==> src/rtl/pcie_comma_aligner.sv <==
// PCIe Rx symbol aligner: hunts K28.5 commas in a 1-bit/clk stream, frames 10-bit symbols, tracks lock.
// Optional macro COMMA_REALIGN_EN: a misaligned comma while LOCKED forces an immediate realign.
module pcie_comma_aligner #(
  parameter int LOCK_COMMAS = 2,
  parameter int UNLOCK_ERRS = 4
) (
  input  logic       clk,
  input  logic       rst,
  input  logic       serial_in,
  input  logic       disp_err,
  output logic [9:0] data_out,
  output logic       data_valid,
  output logic       comma_det,
  output logic       locked
);
  localparam int CW = $clog2(LOCK_COMMAS + 1);
  localparam int EW = $clog2(UNLOCK_ERRS + 1);
  localparam logic [9:0] K285_N = 10'b0011111010;
  localparam logic [9:0] K285_P = 10'b1100000101;

  typedef enum logic [1:0] {HUNT, CHECK, LOCKED} state_t;

  state_t          state_q, state_d;
  logic [9:0]      sr_q, sr_d;
  logic [3:0]      bit_cnt_q, bit_cnt_d;
  logic [CW-1:0]   comma_cnt_q, comma_cnt_d, comma_inc;
  logic [EW-1:0]   err_cnt_q, err_cnt_d, err_inc;
  logic [9:0]      data_q, data_d;
  logic            valid_q, valid_d;
  logic            det_q, det_d;
  logic            locked_q, locked_d;
  logic            match, boundary;

  always_comb begin
    sr_d        = {sr_q[8:0], serial_in};
    match       = (sr_d == K285_N) || (sr_d == K285_P);
    boundary    = (bit_cnt_q == 4'd9);
    comma_inc   = (comma_cnt_q == '1) ? comma_cnt_q : comma_cnt_q + CW'(1);
    err_inc     = (err_cnt_q == '1) ? err_cnt_q : err_cnt_q + EW'(1);
    state_d     = state_q;
    bit_cnt_d   = boundary ? 4'd0 : bit_cnt_q + 4'd1;
    comma_cnt_d = comma_cnt_q;
    err_cnt_d   = err_cnt_q;
    valid_d     = 1'b0;
    det_d       = 1'b0;
    locked_d    = locked_q;

    case (state_q)
      HUNT: begin
        if (match) begin
          valid_d     = 1'b1;
          det_d       = 1'b1;
          bit_cnt_d   = 4'd0;
          comma_cnt_d = CW'(1);
          state_d     = CHECK;
        end
      end
      CHECK: begin
        if (boundary) begin
          valid_d = 1'b1;
          det_d   = match;
          if (match) begin
            comma_cnt_d = comma_inc;
            if (comma_inc == CW'(LOCK_COMMAS)) begin
              state_d  = LOCKED;
              locked_d = 1'b1;
            end
          end
        end else if (match) begin
          valid_d     = 1'b1;
          det_d       = 1'b1;
          bit_cnt_d   = 4'd0;
          comma_cnt_d = CW'(1);
        end
      end
      LOCKED: begin
        if (boundary) begin
          valid_d = 1'b1;
          det_d   = match;
        end
        // checker's err lines up with the cycle our data_valid is high
        if (valid_q) begin
          if (disp_err) begin
            err_cnt_d = err_inc;
            if (err_inc == EW'(UNLOCK_ERRS)) begin
              state_d     = HUNT;
              locked_d    = 1'b0;
              comma_cnt_d = '0;
              err_cnt_d   = '0;
            end
          end else begin
            err_cnt_d = '0;
          end
        end
`ifdef COMMA_REALIGN_EN
        if (match && !boundary) begin
          valid_d     = 1'b1;
          det_d       = 1'b1;
          bit_cnt_d   = 4'd0;
          locked_d    = 1'b0;
          comma_cnt_d = CW'(1);
          err_cnt_d   = '0;
          state_d     = CHECK;
        end
`endif
      end
      default: state_d = HUNT;
    endcase

    data_d = valid_d ? sr_d : data_q;
  end

  always_ff @(posedge clk or posedge rst) begin
    if (rst) begin
      state_q     <= HUNT;
      sr_q        <= '0;
      bit_cnt_q   <= '0;
      comma_cnt_q <= '0;
      err_cnt_q   <= '0;
      data_q      <= '0;
      valid_q     <= 1'b0;
      det_q       <= 1'b0;
      locked_q    <= 1'b0;
    end else begin
      state_q     <= state_d;
      sr_q        <= sr_d;
      bit_cnt_q   <= bit_cnt_d;
      comma_cnt_q <= comma_cnt_d;
      err_cnt_q   <= err_cnt_d;
      data_q      <= data_d;
      valid_q     <= valid_d;
      det_q       <= det_d;
      locked_q    <= locked_d;
    end
  end

  assign data_out   = data_q;
  assign data_valid = valid_q;
  assign comma_det  = det_q;
  assign locked     = locked_q;
endmodule
==> config.mk <==
export PLATFORM = sky130hd
export DESIGN_NAME = pcie_comma_aligner
export DESIGN_NICKNAME = d
export VERILOG_FILES = /design/src/rtl/pcie_comma_aligner.sv
export SDC_FILE = /design/constraint.sdc
export NUM_CORES = 1
export LEC_CHECK = 0
export ABC_CLOCK_PERIOD_IN_PS = 4500
export BUFFER_PORTS_ARGS = -buffer_cell sky130_fd_sc_hd__buf_2
export CORE_ASPECT_RATIO = 2
export CORE_UTILIZATION = 55
export CTS_BUF_LIST = sky130_fd_sc_hd__clkbuf_16
export CTS_CLUSTER_DIAMETER = 120
export CTS_CLUSTER_SIZE = 28
export DETAILED_ROUTE_END_ITERATION = 8
export GPL_TIMING_DRIVEN = 0
export PLACE_DENSITY = 0.76
export SKIP_LAST_GASP = 1
export SLEW_MARGIN = 30
export SYNTH_ARGS = -nofsm -noshare
export SYNTH_HDL_FRONTEND = slang
export SYNTH_SLANG_ARGS = --single-unit
==> constraint.sdc <==
create_clock -name clk -period 4.5 [get_ports clk]
set_clock_uncertainty 0.2 [all_clocks]
set_input_delay 0.9 -clock clk [delete_from_list [all_inputs] [get_ports clk]]
set_output_delay 0.9 -clock clk [all_outputs]
set_load 0.005 [all_outputs]
==> out/metrics.yaml <==
timing.critical_path.cells: "buf_2 -> or4b_1 -> nor4b_2 -> o21ai_0 -> a31oi_1 -> buf_6 -> mux2_4"
synth_cell_type_count: 43
timing.final.crit_share: 0.668
horizontal_extent_of_the_die_um: 39.4
grt_start_max_net_pins: 34
max_stage_delay_ns: 0.52
cp-end-kind: "flip-flop"
worst_hold_slack_ns: 0.221
setup.reg_to_reg.worst_slack_ns: 1.74
cellLeakagePower_nw: 0.830
cpLargestDelayFamily: "simple AND/OR/NAND/NOR gates"
setup_violating_endpoint_count_in_the_final_report: 0
fin_setup_tns_ns: 0
port_buffers: 16
initial_antenna_violation_count: 0
numCtsBuffers: 5
finalHoldViolations: 0
type_of_the_worst_min_delay_path: "reg -> reg"
clk-insertion-delay-late_ns: 0.28
iteration_count_of_the_initial_detailed_routing_pass: 4
grt.overflow.total: 0
yosysWarnings: 0
io_pins: 17
timing.rr.start: "sr_q[3]"
cts.sink_count: 33
min_path_cells: 0
via_count: 1071
rsz0062_at_grt: "no"
ant_nets: 0
sequential_cell_area_fraction_in_the_yosys_report: 0.536
post_cts_resize_count: 0
cts.htree.levels: 2
post-synth-top-area-cell: "dfrtp_1"
final.fill_count: 207
ir_drop_mv: 0.474
slew-limit-headroom: 0.456
switching_share_of_power: 0.283
number_of_global_route_vias_before_repair: 1075
critical_path.n_buffers_inverters: 2
synth_commonest_cells: "dfrtp_1, nor2_1, mux2_4"
first_pass_grt_wire_length_um: 4890
async_reset_ff_frac: 1.00
synthesis.nets: 138
synth.top_cell.area_share: 0.536
routed_wl_um: 2890
gpl.final_weighted_congestion: 0.799
tritoncts: "yes"
syn-cell-area_um2: 1540
synth_edf_count: 0
area_delta_synth_final_pct: 16.7
die_area_um2: 3030
row_count: 26
synthMostInstantiatedCell: "dfrtp_1"
chipHeight_um: 76.9
remaining_drc_errors: 0
drv_cap: 0
path_clk_slew_ns: 0.05
synthesis.instances: 127
place.detailed.instances: 171
reg2regPathDepth: 6
crit_path_max_fanout: 10
final_std_cells_w_o_fill: 179
synth_seq_cells: 33
netSwitchingPower_w: 0.000287
worst_ep_arrival_time_ns: 2.96
hpwl_um: 2130
initial_standard_cell_utilization_of_the_core: 0.592
worst_slew_pin_slew_ns: 0.817
critical_path_class: "in -> reg"
number_of_buffers_inserted_by_post_cts_setup_repair: 0
hold_path_startpoint: "sr_q[0]"
power-per-cell-area_nw_per_um2: 564
drt-initial-drc-count: 24
fmax_mhz: 333
avgSynthCellArea_um2: 12.1
internal-power_w: 0.000727
core_area_um2: 2600
nNetsFinal: 161
r2r-end: "data_out[0]"
outcome: "complete, no violations"
postSynth.topFlopCell: "dfrtp_1"
seq_power_share: 0.422
synth.area.top_cells: "dfrtp_1, mux2_4, ha_1"
final_core_util: 0.691
hold_end: "sr_q[1]"
antenna_cells: 0
post_route_cells_drive_above_1_share: 0.258
cpMaxStageDelayCell: "or4b_1"
final.min_clock_period_ns: 3.01
clockPowerShare: 0.314
cts_root_buf: "clkbuf_16"
grt_use_total: 0.233
per_cell_routed_wire_length_um: 16.2
cts_buffer_depth: 2
ctsHoldBuffers: 0
critical_path.startpoint_type: "input pin"
share_comb_of_total_power: 0.265
timing.critical_path.required_ns: 4.45
final-max-slew-violation-count: 0
viasPerCell: 5.98
-- cell families after synthesis --
family | after synthesis | share of synthesized area
compound gates | 26 | 0.125
xor+xnor | 2 | 0.0114
fa+ha+maj | 7 | 0.0568
buf+inv | 10 | 0.0292
flops | 33 | 0.536
mux | 10 | 0.0950
simple gates | 39 | 0.147
-- power by group through the flow --
stage	combinational, W	sequential, W	clock [W]
after floorplan	0.000182	0.000428	0
after global placement	0.000257	0.000427	0
after detailed placement	0.000267	0.000431	0
after CTS	0.000272	0.000428	0.000324
after global routing	0.000298	0.000438	0.000338
final	0.000268	0.000428	0.000318
-- layout by cell type, fill, tap and decap left out, types with 2 or more instances in the layout --
cell type	Yosys	layout
a31oi_1	3	3
o31ai_1	3	3
clkbuf_16	0	5
ha_1	7	7
inv_1	8	7
nor3_1	5	5
o21ai_0	4	4
or4b_1	2	2
nand3_1	4	4
buf_2	0	16
mux2_4	9	9
a21oi_1	3	3
nand2_1	6	6
dfrtp_1	33	33
nor2_1	10	10
-- registers in the layout, indices dropped and copies added (netlist names), 2 cells and up --
name / cells
bit_cnt_q: 4
comma_cnt_q: 2
data_out: 10
err_cnt_q: 3
sr_q: 9
state_q: 2
-- layer usage --
metal  global-route usage  wire length (um)  vias to the layer above
li1                     -                 -                      512
met1                0.252              1130                      535
met2                0.390              1640                       18
met3               0.0723                74                        6
met4               0.0966                55                        0
met5                    0                 0                        -
-- area by class of cell --
cell class              instances  area (um2)  share of cell area
repair buffers                 16        80.1              0.0445
plain buffers                   2        15.0             0.00834
clock buffers                   5         125              0.0695
flip-flops and latches         33         826               0.459
clock inverters                 3        17.5             0.00974
inverters                       8        30.0              0.0167
multi-input cells              84         671               0.373
well taps                      28        35.0              0.0195
-- metrics by stage --
| step | setup slack [ns] | power, W | area, um2 |
|---|---|---|---|
| after detailed placement | 1.22 | 0.000698 | 1660 |
| final | 1.49 | 0.00101 | 1800 |
| after global placement | 1.24 | 0.000683 | 1660 |
| after floorplan | 1.53 | 0.000610 | 1540 |
| after global routing | 1.35 | 0.00107 | 1800 |
| after CTS | 1.49 | 0.00102 | 1800 |
-- worst max path at each step --
stage	start	end	slack, ns	cells after the start
global route	serial_in	data_out[3]	1.35	7
CTS	serial_in	data_out[3]	1.49	7
finish	serial_in	data_out[0]	1.49	7
floorplan	serial_in	data_out[0]	1.53	6
global placement	serial_in	data_out[9]	1.24	7
detailed placement	serial_in	data_out[3]	1.22	7
No activity file was read; power rests on OpenSTA's default activity.
